==> src/rtl/ibex_trace_buf_pkg.sv <==
// ibex_trace_buf_pkg
// Shared types for the Ibex instruction trace buffer:
//   trace_rec_t   - packed 103-bit retirement record {pc, insn, rd_addr, rd_wdata, trap, intr}
//   trace_mode_e  - capture mode (STOP / WRAP / TRIG; encoding 3 is reserved)
//   trace_state_e - controller state
//   TraceRecW     - record width in bits
//   decode_mode() - folds the reserved mode encoding onto STOP
package ibex_trace_buf_pkg;

  localparam int unsigned TraceRecW = 103;

  typedef struct packed {
    logic [31:0] pc;
    logic [31:0] insn;
    logic [4:0]  rd_addr;
    logic [31:0] rd_wdata;
    logic        trap;
    logic        intr;
  } trace_rec_t;

  typedef enum logic [1:0] {
    MODE_STOP = 2'd0,
    MODE_WRAP = 2'd1,
    MODE_TRIG = 2'd2,
    MODE_RSVD = 2'd3
  } trace_mode_e;

  typedef enum logic [1:0] {
    ST_IDLE    = 2'd0,
    ST_CAPTURE = 2'd1,
    ST_POST    = 2'd2,
    ST_DONE    = 2'd3
  } trace_state_e;

  function automatic trace_mode_e decode_mode(logic [1:0] m);
    return (m == 2'd3) ? MODE_STOP : trace_mode_e'(m);
  endfunction

endpackage

==> src/rtl/ibex_trace_buf_mem.sv <==
// ibex_trace_buf_mem
// Depth x TraceRecW record storage: one write port, one registered read port.
//   i_clk, i_rst      clock, synchronous active-high reset (clears read register only)
//   i_we/i_waddr/i_wdata  write port
//   i_raddr           read address (the controller's next read pointer)
//   o_rdata           registered read data
module ibex_trace_buf_mem
  import ibex_trace_buf_pkg::*;
#(
  parameter int unsigned Depth = 16,
  parameter int unsigned AddrW = $clog2(Depth)
) (
  input  logic                 i_clk,
  input  logic                 i_rst,
  input  logic                 i_we,
  input  logic [AddrW-1:0]     i_waddr,
  input  logic [TraceRecW-1:0] i_wdata,
  input  logic [AddrW-1:0]     i_raddr,
  output logic [TraceRecW-1:0] o_rdata
);

  logic [TraceRecW-1:0] r_mem [Depth];
  logic [TraceRecW-1:0] r_rdata;

  always_ff @(posedge i_clk) begin
    if (i_we) begin
      r_mem[i_waddr] <= i_wdata;
    end
  end

  // Write-through bypass so a record pushed into the read slot is visible
  // on the very next cycle instead of one cycle later.
  always_ff @(posedge i_clk) begin
    if (i_rst) begin
      r_rdata <= '0;
    end else if (i_we && (i_waddr == i_raddr)) begin
      r_rdata <= i_wdata;
    end else begin
      r_rdata <= r_mem[i_raddr];
    end
  end

  assign o_rdata = r_rdata;

endmodule

==> src/rtl/ibex_trace_buffer.sv <==
// ibex_trace_buffer
// Captures RVFI retirements as compact trace records in a circular buffer
// and drains them over a valid/ready stream.
//   clk_i, rst_i                 clock, synchronous active-high reset
//   start_i, stop_i, clear_i     capture control pulses
//   mode_i, post_count_i         capture mode / post-trigger count (sampled on start)
//   trig_i, trig_pc_en_i, trig_pc_i   external and PC-match triggers
//   filt_lo_i, filt_hi_i         inclusive PC filter window
//   rvfi_*                       retirement stream from the core
//   out_valid_o/out_ready_i/out_data_o  record readout stream
//   count_o, dropped_o, triggered_o, done_o  status
// Optional feature: define IBEX_TRACE_BUF_FILTER_EN to enable the PC filter.
module ibex_trace_buffer
  import ibex_trace_buf_pkg::*;
#(
  parameter int unsigned Depth = 16,
  parameter int unsigned CntW  = $clog2(Depth) + 1,
  parameter int unsigned DropW = 16
) (
  input  logic                 clk_i,
  input  logic                 rst_i,
  input  logic                 start_i,
  input  logic                 stop_i,
  input  logic                 clear_i,
  input  logic [1:0]           mode_i,
  input  logic [CntW-1:0]      post_count_i,
  input  logic                 trig_i,
  input  logic                 trig_pc_en_i,
  input  logic [31:0]          trig_pc_i,
  input  logic [31:0]          filt_lo_i,
  input  logic [31:0]          filt_hi_i,
  input  logic                 rvfi_valid,
  input  logic                 rvfi_trap,
  input  logic                 rvfi_intr,
  input  logic [31:0]          rvfi_pc_rdata,
  input  logic [31:0]          rvfi_insn,
  input  logic [31:0]          rvfi_rd_wdata,
  input  logic [4:0]           rvfi_rd_addr,
  output logic                 out_valid_o,
  input  logic                 out_ready_i,
  output logic [TraceRecW-1:0] out_data_o,
  output logic [CntW-1:0]      count_o,
  output logic [DropW-1:0]     dropped_o,
  output logic                 triggered_o,
  output logic                 done_o
);

  localparam int unsigned     PtrW    = $clog2(Depth);
  localparam logic [CntW-1:0] FullCnt = CntW'(Depth);
  localparam logic [CntW-1:0] MaxPost = CntW'(Depth - 1);

  trace_state_e     r_state, w_state_next;
  trace_mode_e      r_mode;
  logic [CntW-1:0]  r_post_cnt, r_post_left, w_post_left_next;
  logic             r_trig_pend, w_trig_pend_next;
  logic             r_triggered, w_triggered_next;
  logic [PtrW-1:0]  r_wr_ptr, r_rd_ptr, w_wr_ptr_next, w_rd_ptr_next;
  logic [CntW-1:0]  r_count;
  logic [DropW-1:0] r_dropped;

  logic w_active, w_start, w_restart, w_pc_match, w_filt_ok;
  logic w_push_req, w_full, w_stop_mode, w_out_valid, w_pop;
  logic w_wr, w_drop, w_ovf;
  trace_rec_t w_rec;
  logic [CntW-1:0] w_post_sat;

`ifdef IBEX_TRACE_BUF_FILTER_EN
  assign w_filt_ok = (rvfi_pc_rdata >= filt_lo_i) && (rvfi_pc_rdata <= filt_hi_i);
`else
  logic w_unused_filt;
  assign w_unused_filt = ^{filt_lo_i, filt_hi_i};
  assign w_filt_ok     = 1'b1;
`endif

  assign w_rec = '{pc: rvfi_pc_rdata, insn: rvfi_insn, rd_addr: rvfi_rd_addr,
                   rd_wdata: rvfi_rd_wdata, trap: rvfi_trap, intr: rvfi_intr};

  assign w_active    = (r_state == ST_CAPTURE) || (r_state == ST_POST);
  assign w_start     = start_i && !clear_i && ((r_state == ST_IDLE) || (r_state == ST_DONE));
  assign w_restart   = clear_i || w_start;
  assign w_pc_match  = rvfi_valid && trig_pc_en_i && (rvfi_pc_rdata == trig_pc_i);
  assign w_push_req  = rvfi_valid && w_active && w_filt_ok && !clear_i;
  assign w_full      = (r_count == FullCnt);
  assign w_stop_mode = (r_mode == MODE_STOP);
  // Overwriting modes move the read pointer while capturing, so readout is
  // held off until capture ends.
  assign w_out_valid = (r_count != '0) && (w_stop_mode || !w_active);
  assign w_pop       = w_out_valid && out_ready_i;
  assign w_wr        = w_push_req && (!w_full || w_pop || !w_stop_mode);
  assign w_drop      = w_push_req && w_full && !w_pop && w_stop_mode;
  assign w_ovf       = w_wr && w_full && !w_pop;
  assign w_post_sat  = (post_count_i > MaxPost) ? MaxPost : post_count_i;

  assign w_wr_ptr_next = w_restart ? '0 : r_wr_ptr + PtrW'(w_wr);
  assign w_rd_ptr_next = w_restart ? '0 : r_rd_ptr + PtrW'(w_pop || w_ovf);

  // r_trig_pend: an external trigger arrived but its trigger record (the
  // next stored one) has not been stored yet; it does not use a post count.
  always_comb begin
    w_state_next     = r_state;
    w_trig_pend_next = r_trig_pend;
    w_post_left_next = r_post_left;
    w_triggered_next = r_triggered;
    if (clear_i) begin
      w_state_next     = ST_IDLE;
      w_trig_pend_next = 1'b0;
      w_post_left_next = '0;
      w_triggered_next = 1'b0;
    end else begin
      unique case (r_state)
        ST_IDLE, ST_DONE: begin
          if (start_i) begin
            w_state_next     = ST_CAPTURE;
            w_trig_pend_next = 1'b0;
            w_post_left_next = '0;
            w_triggered_next = 1'b0;
          end
        end
        ST_CAPTURE: begin
          if (stop_i) begin
            w_state_next = ST_DONE;
          end else if ((r_mode == MODE_TRIG) && (trig_i || w_pc_match)) begin
            w_triggered_next = 1'b1;
            w_post_left_next = r_post_cnt;
            if (trig_i && !w_pc_match && !w_push_req) begin
              w_trig_pend_next = 1'b1;
              w_state_next     = ST_POST;
            end else if (r_post_cnt == '0) begin
              w_state_next = ST_DONE;
            end else begin
              w_state_next = ST_POST;
            end
          end
        end
        ST_POST: begin
          if (w_push_req) begin
            if (r_trig_pend) begin
              w_trig_pend_next = 1'b0;
              if (r_post_cnt == '0) w_state_next = ST_DONE;
            end else begin
              w_post_left_next = r_post_left - CntW'(1);
              if (r_post_left <= CntW'(1)) w_state_next = ST_DONE;
            end
          end
        end
        default: w_state_next = ST_IDLE;
      endcase
    end
  end

  always_ff @(posedge clk_i) begin
    if (rst_i) begin
      r_state     <= ST_IDLE;
      r_trig_pend <= 1'b0;
      r_post_left <= '0;
      r_triggered <= 1'b0;
    end else begin
      r_state     <= w_state_next;
      r_trig_pend <= w_trig_pend_next;
      r_post_left <= w_post_left_next;
      r_triggered <= w_triggered_next;
    end
  end

  always_ff @(posedge clk_i) begin
    if (rst_i) begin
      r_wr_ptr   <= '0;
      r_rd_ptr   <= '0;
      r_count    <= '0;
      r_dropped  <= '0;
      r_mode     <= MODE_STOP;
      r_post_cnt <= '0;
    end else begin
      r_wr_ptr <= w_wr_ptr_next;
      r_rd_ptr <= w_rd_ptr_next;
      if (w_restart) begin
        r_count   <= '0;
        r_dropped <= '0;
      end else begin
        if (w_wr && !w_pop && !w_full) begin
          r_count <= r_count + CntW'(1);
        end else if (w_pop && !w_wr) begin
          r_count <= r_count - CntW'(1);
        end
        if (w_drop && (r_dropped != '1)) begin
          r_dropped <= r_dropped + DropW'(1);
        end
      end
      if (w_start) begin
        r_mode     <= decode_mode(mode_i);
        r_post_cnt <= w_post_sat;
      end
    end
  end

  ibex_trace_buf_mem #(
    .Depth (Depth)
  ) u_mem (
    .i_clk   (clk_i),
    .i_rst   (rst_i),
    .i_we    (w_wr),
    .i_waddr (r_wr_ptr),
    .i_wdata (w_rec),
    .i_raddr (w_rd_ptr_next),
    .o_rdata (out_data_o)
  );

  assign out_valid_o = w_out_valid;
  assign count_o     = r_count;
  assign dropped_o   = r_dropped;
  assign triggered_o = r_triggered;
  assign done_o      = (r_state == ST_DONE);

endmodule

==> config.mk <==
export PLATFORM = sky130hd
export DESIGN_NAME = ibex_trace_buffer
export DESIGN_NICKNAME = d
export VERILOG_FILES = /design/src/rtl/ibex_trace_buf_pkg.sv /design/src/rtl/ibex_trace_buf_mem.sv /design/src/rtl/ibex_trace_buffer.sv
export SDC_FILE = /design/constraint.sdc
export NUM_CORES = 2
export LEC_CHECK = 0
export CAP_MARGIN = 5
export CORE_MARGIN = 3
export CORE_UTILIZATION = 60
export CTS_CLUSTER_SIZE = 10
export DETAILED_ROUTE_END_ITERATION = 8
export GPL_TIMING_DRIVEN = 0
export HOLD_SLACK_MARGIN = 0.15
export PLACE_DENSITY_LB_ADDON = 0.1
export SLEW_MARGIN = 0
export SYNTH_ARGS = -nofsm -noshare
export SYNTH_HDL_FRONTEND = slang
export SYNTH_SLANG_ARGS = --single-unit
==> constraint.sdc <==
create_clock -name clk_i -period 13.9 [get_ports clk_i]
set_clock_uncertainty 0.2 [all_clocks]
set_input_delay 2.78 -clock clk_i [delete_from_list [all_inputs] [get_ports clk_i]]
set_output_delay 2.78 -clock clk_i [all_outputs]
set_load 0.01 [all_outputs]
==> results_dict.tcl <==
set metrics [dict create \
    io_pins 342 \
    path_max_fanout 10 \
    critPathTopFamily "buffers and inverters" \
    yosys_warnings 0 \
    worst-path-stages 15 \
    wl_mm 194.5 \
    design.die.area_sq_um 118100 \
    core_sq_um 112800 \
    grt_start_max_net_pins 31 \
    crit_type "in -> reg" \
    clock_sinks 1796 \
    tightest_slew_ns 1.483 \
    p_per_area_nw_per_um2 137.2 \
    switching_share_pct 20.70 \
    p_comb_share_pct 3.8 \
    fin_tns_setup_ns 0 \
    finalCriticalPeriod_ns 8.524 \
    fillers 7217 \
    leakage_uw 0.02572 \
    die_h_um 343.7 \
    nNetsFinal 5145 \
    insertion_delay_ns 0.79 \
    clockBufferDepth 3 \
    outcome "finished, final reports clean" \
    setup_viol 0 \
    grt_first_pass_wirelength_mm 285.5 \
    worst-path-buf-inv 5 \
    slowest_delay_ns 1.03 \
    grt_use_total_pct 32.82 \
    hold_viol_final 0 \
    finalCritPeriodShare_pct 61.32 \
    worstPathRequired_ns 14.36 \
    slew_headroom_pct 1.119 \
    area_growth_pct 17.61 \
    drv_cap 0 \
    cts_setup_buffers 0 \
    dpl.hpwl_mm 128.7 \
    overflow 0 \
    clock.fmax_mhz 117.3 \
    crit_chain "clkdlybuf4s50_1 -> or3b_1 -> clkbuf_1 -> a31o_2 -> o21ai_0 -> ha_1 -> ha_1 -> xor2_2 -> nand2_1 -> clkbuf_2 -> clkbuf_1 -> buf_2 -> o221ai_1 -> a31oi_1 -> a32o_1" \
    worstSetupStartpointType "input port" \
    gp_congestion 0.8403 \
    synth_edf_count 1648 \
    drc 0 \
    synth_area_sq_um 68410 \
    num_rows 123 \
    synth_ff_type "edfxtp_1" \
    drtIter0Drc 6265 \
    htree_levels 4 \
    rsz0062_at_grt "no" \
    vias 44840 \
    avgSynthCellArea_sq_um 15.73 \
    antenna_found_initial 20 \
    p_sw_uw 2285 \
    final_cell_area_sq_um 80450 \
    reg2regPathDepth 17 \
    peakVddDrop_mv 0.1715 \
    whs_path_depth 1 \
    cts_tree "done" \
    cp_slowest_cell "clkbuf_1" \
    cp.arrival_ns 8.99 \
    firstDrtPassIters 6 \
    synth_nets 4577 \
    slew_viol_final 0 \
    placed_cell_area_sq_um 74710 \
    cts_hold_buf 0 \
    cts_root_buffer "clkbuf_16" \
    ys_ff_latch 1796 \
    path_clk_slew_ns 0.06 \
    cts.repair.resized 0 \
    initial_core_util_pct 60.64 \
    cts_inserted_buffers 198 \
    pwr-share-clk_pct 42.4 \
    p_int_uw 8754 \
    synthCells 4348 \
    ys_seq_area_share_pct 76.68 \
    via_per_inst 6.807 \
    synth-async-reset-ratio_pct 0 \
    wire_per_inst_um 29.52 \
    drive_gt1_share_pct 8.822 \
    endpoint_kind "flip-flop" \
    io_buffers 277 \
    chipWidth_um 343.7 \
    route.antenna.remaining_nets 0 \
    worstHoldPathType "reg -> reg" \
    p_seq_share_pct 53.8 \
    yosysUniqueCellTypes 58 \
    grt_pass1_vias 43500 \
]
==> path summary, 6_finish.rpt <==
| path | startpoint | to | slack [ns] |
|---|---|---|---|
| max | clear_i | u_mem.o_rdata[76]$_SDFF_PP0_ | 5.38 |
| min | r_post_cnt[4]$_SDFFE_PP0P_ | r_post_cnt[4]$_SDFFE_PP0P_ | 0.30 |
| max reg2reg | r_state[0]$_SDFFE_PP0P_ | u_mem.o_rdata[76]$_SDFF_PP0_ | 7.07 |
| min reg2reg | r_post_cnt[4]$_SDFFE_PP0P_ | r_post_cnt[4]$_SDFFE_PP0P_ | 0.30 |
==> flip-flops by register name (all words and copies together) (netlist names) <==
signal         flops
count_o            5
dropped_o         16
r_mode             2
r_post_cnt         5
r_post_left        5
r_rd_ptr           4
r_state            2
r_trig_pend        1
r_wr_ptr           4
triggered_o        1
u_mem.o_rdata    103
u_mem.r_mem     1648
==> metrics by stage <==
stage	utilization (%)	worst slack [ns]	instances	power, uW	hold WS [ns]
after detailed placement	66.23	4.818	6216	6457	0.2899
after CTS	71.27	5.626	6567	11060	0.3016
after global routing	71.28	5.280	6570	11300	0.3156
after floorplan	-	2.121	4348	6198	0.2578
after global placement	64.76	-5.047	6125	6448	0.2891
final	71.32	5.376	6588	11040	0.2994
==> cell type report <==
class	count	area, sq um	area share (%)
buffer	364	1569	1.950
antenna	21	52.55	0.06532
sequential	1796	52450	65.19
clock inverter	12	133.9	0.1664
inverter	12	45.04	0.05599
clock buffer	339	5558	6.908
tap	1500	1877	2.333
timing repair buffer	368	4297	5.341
multi-input combinational	2176	14470	17.99
==> per-layer routing <==
metal  part of all wire [%]  wire [um]  GRT usage [%]  vias up
met5                  0.050         98              0        -
met4                    4.1       7950          13.88       16
met3                     11      21850          8.565      435
met2                     47      90500          50.07     2840
met1                     38      74070          45.34    22470
li1                       -          -              -    19080
==> synthesized netlist by cell type (all sizes together), types with 3 or more instances <==
| master | n | area (sq um) |
|---|---|---|
| buf | 121 | 648.1 |
| a211o | 89 | 779.5 |
| inv | 12 | 45.04 |
| a32o | 116 | 1161 |
| nor4 | 9 | 81.33 |
| a21oi | 120 | 611.8 |
| o311ai | 90 | 788.3 |
| a221o | 14 | 140.1 |
| nand2b | 7 | 43.79 |
| and3 | 96 | 600.6 |
| nor2 | 62 | 235.2 |
| a22oi | 5 | 37.54 |
| clkbuf | 243 | 912.1 |
| nand2 | 461 | 1730 |
| xor2 | 50 | 445.4 |
| nand3b | 3 | 22.52 |
| o211a | 14 | 140.1 |
| ha | 13 | 162.7 |
| o21ai | 21 | 105.1 |
| nand3 | 190 | 950.9 |
| a31oi | 118 | 738.2 |
| dfxtp | 148 | 2963 |
| nand4 | 11 | 68.82 |
| mux2i | 21 | 210.2 |
| nor3b | 3 | 22.52 |
| or4 | 3 | 22.52 |
| o2111ai | 7 | 61.31 |
| o221ai | 410 | 3591 |
| nor3 | 10 | 55.05 |
| nor2b | 3 | 18.77 |
| edfxtp | 1648 | 49490 |
| a21o | 6 | 45.04 |
| xnor2 | 11 | 96.34 |
| o22ai | 193 | 1207 |
==> kinds of logic after synthesis <==
group                    synth area share (%)
adder cells (fa/ha/maj)                0.2671
flip-flops                              76.68
AND/OR/NAND/NOR                         5.672
XOR/XNOR                               0.7920
AO/OA/AOI/OAI                           13.92
multiplexers                           0.3237
buffers and inverters                   2.347
==> power groups by stage <==
stage	sequential [uW]	clock, uW	combinational, uW
after floorplan	6060	0	142
after global placement	6050	0	399
after detailed placement	6050	0	411
after CTS	5930	4710	414
after global routing	5930	4920	443
final	5930	4680	421
==> cells in the final DEF, fill, tap and decap left out, types with 14 or more instances in the layout <==
master and n:
a211o_1 89, a21oi_1 118, a221o_1 14, a31oi_1 118, a32o_1 116, and3_1 96, buf_1 15, buf_12 40
buf_2 92, buf_6 43, clkbuf_1 373, clkbuf_16 201, clkdlybuf4s50_1 277, dfxtp_1 148, diode_2 21, edfxtp_1 1648
mux2i_1 21, nand2_1 461, nand3_1 190, nor2_1 49, o211a_1 14, o21ai_0 21, o221ai_1 410, o22ai_1 193
o311ai_1 84, xor2_1 49
Power figures use the tool's default switching activity.
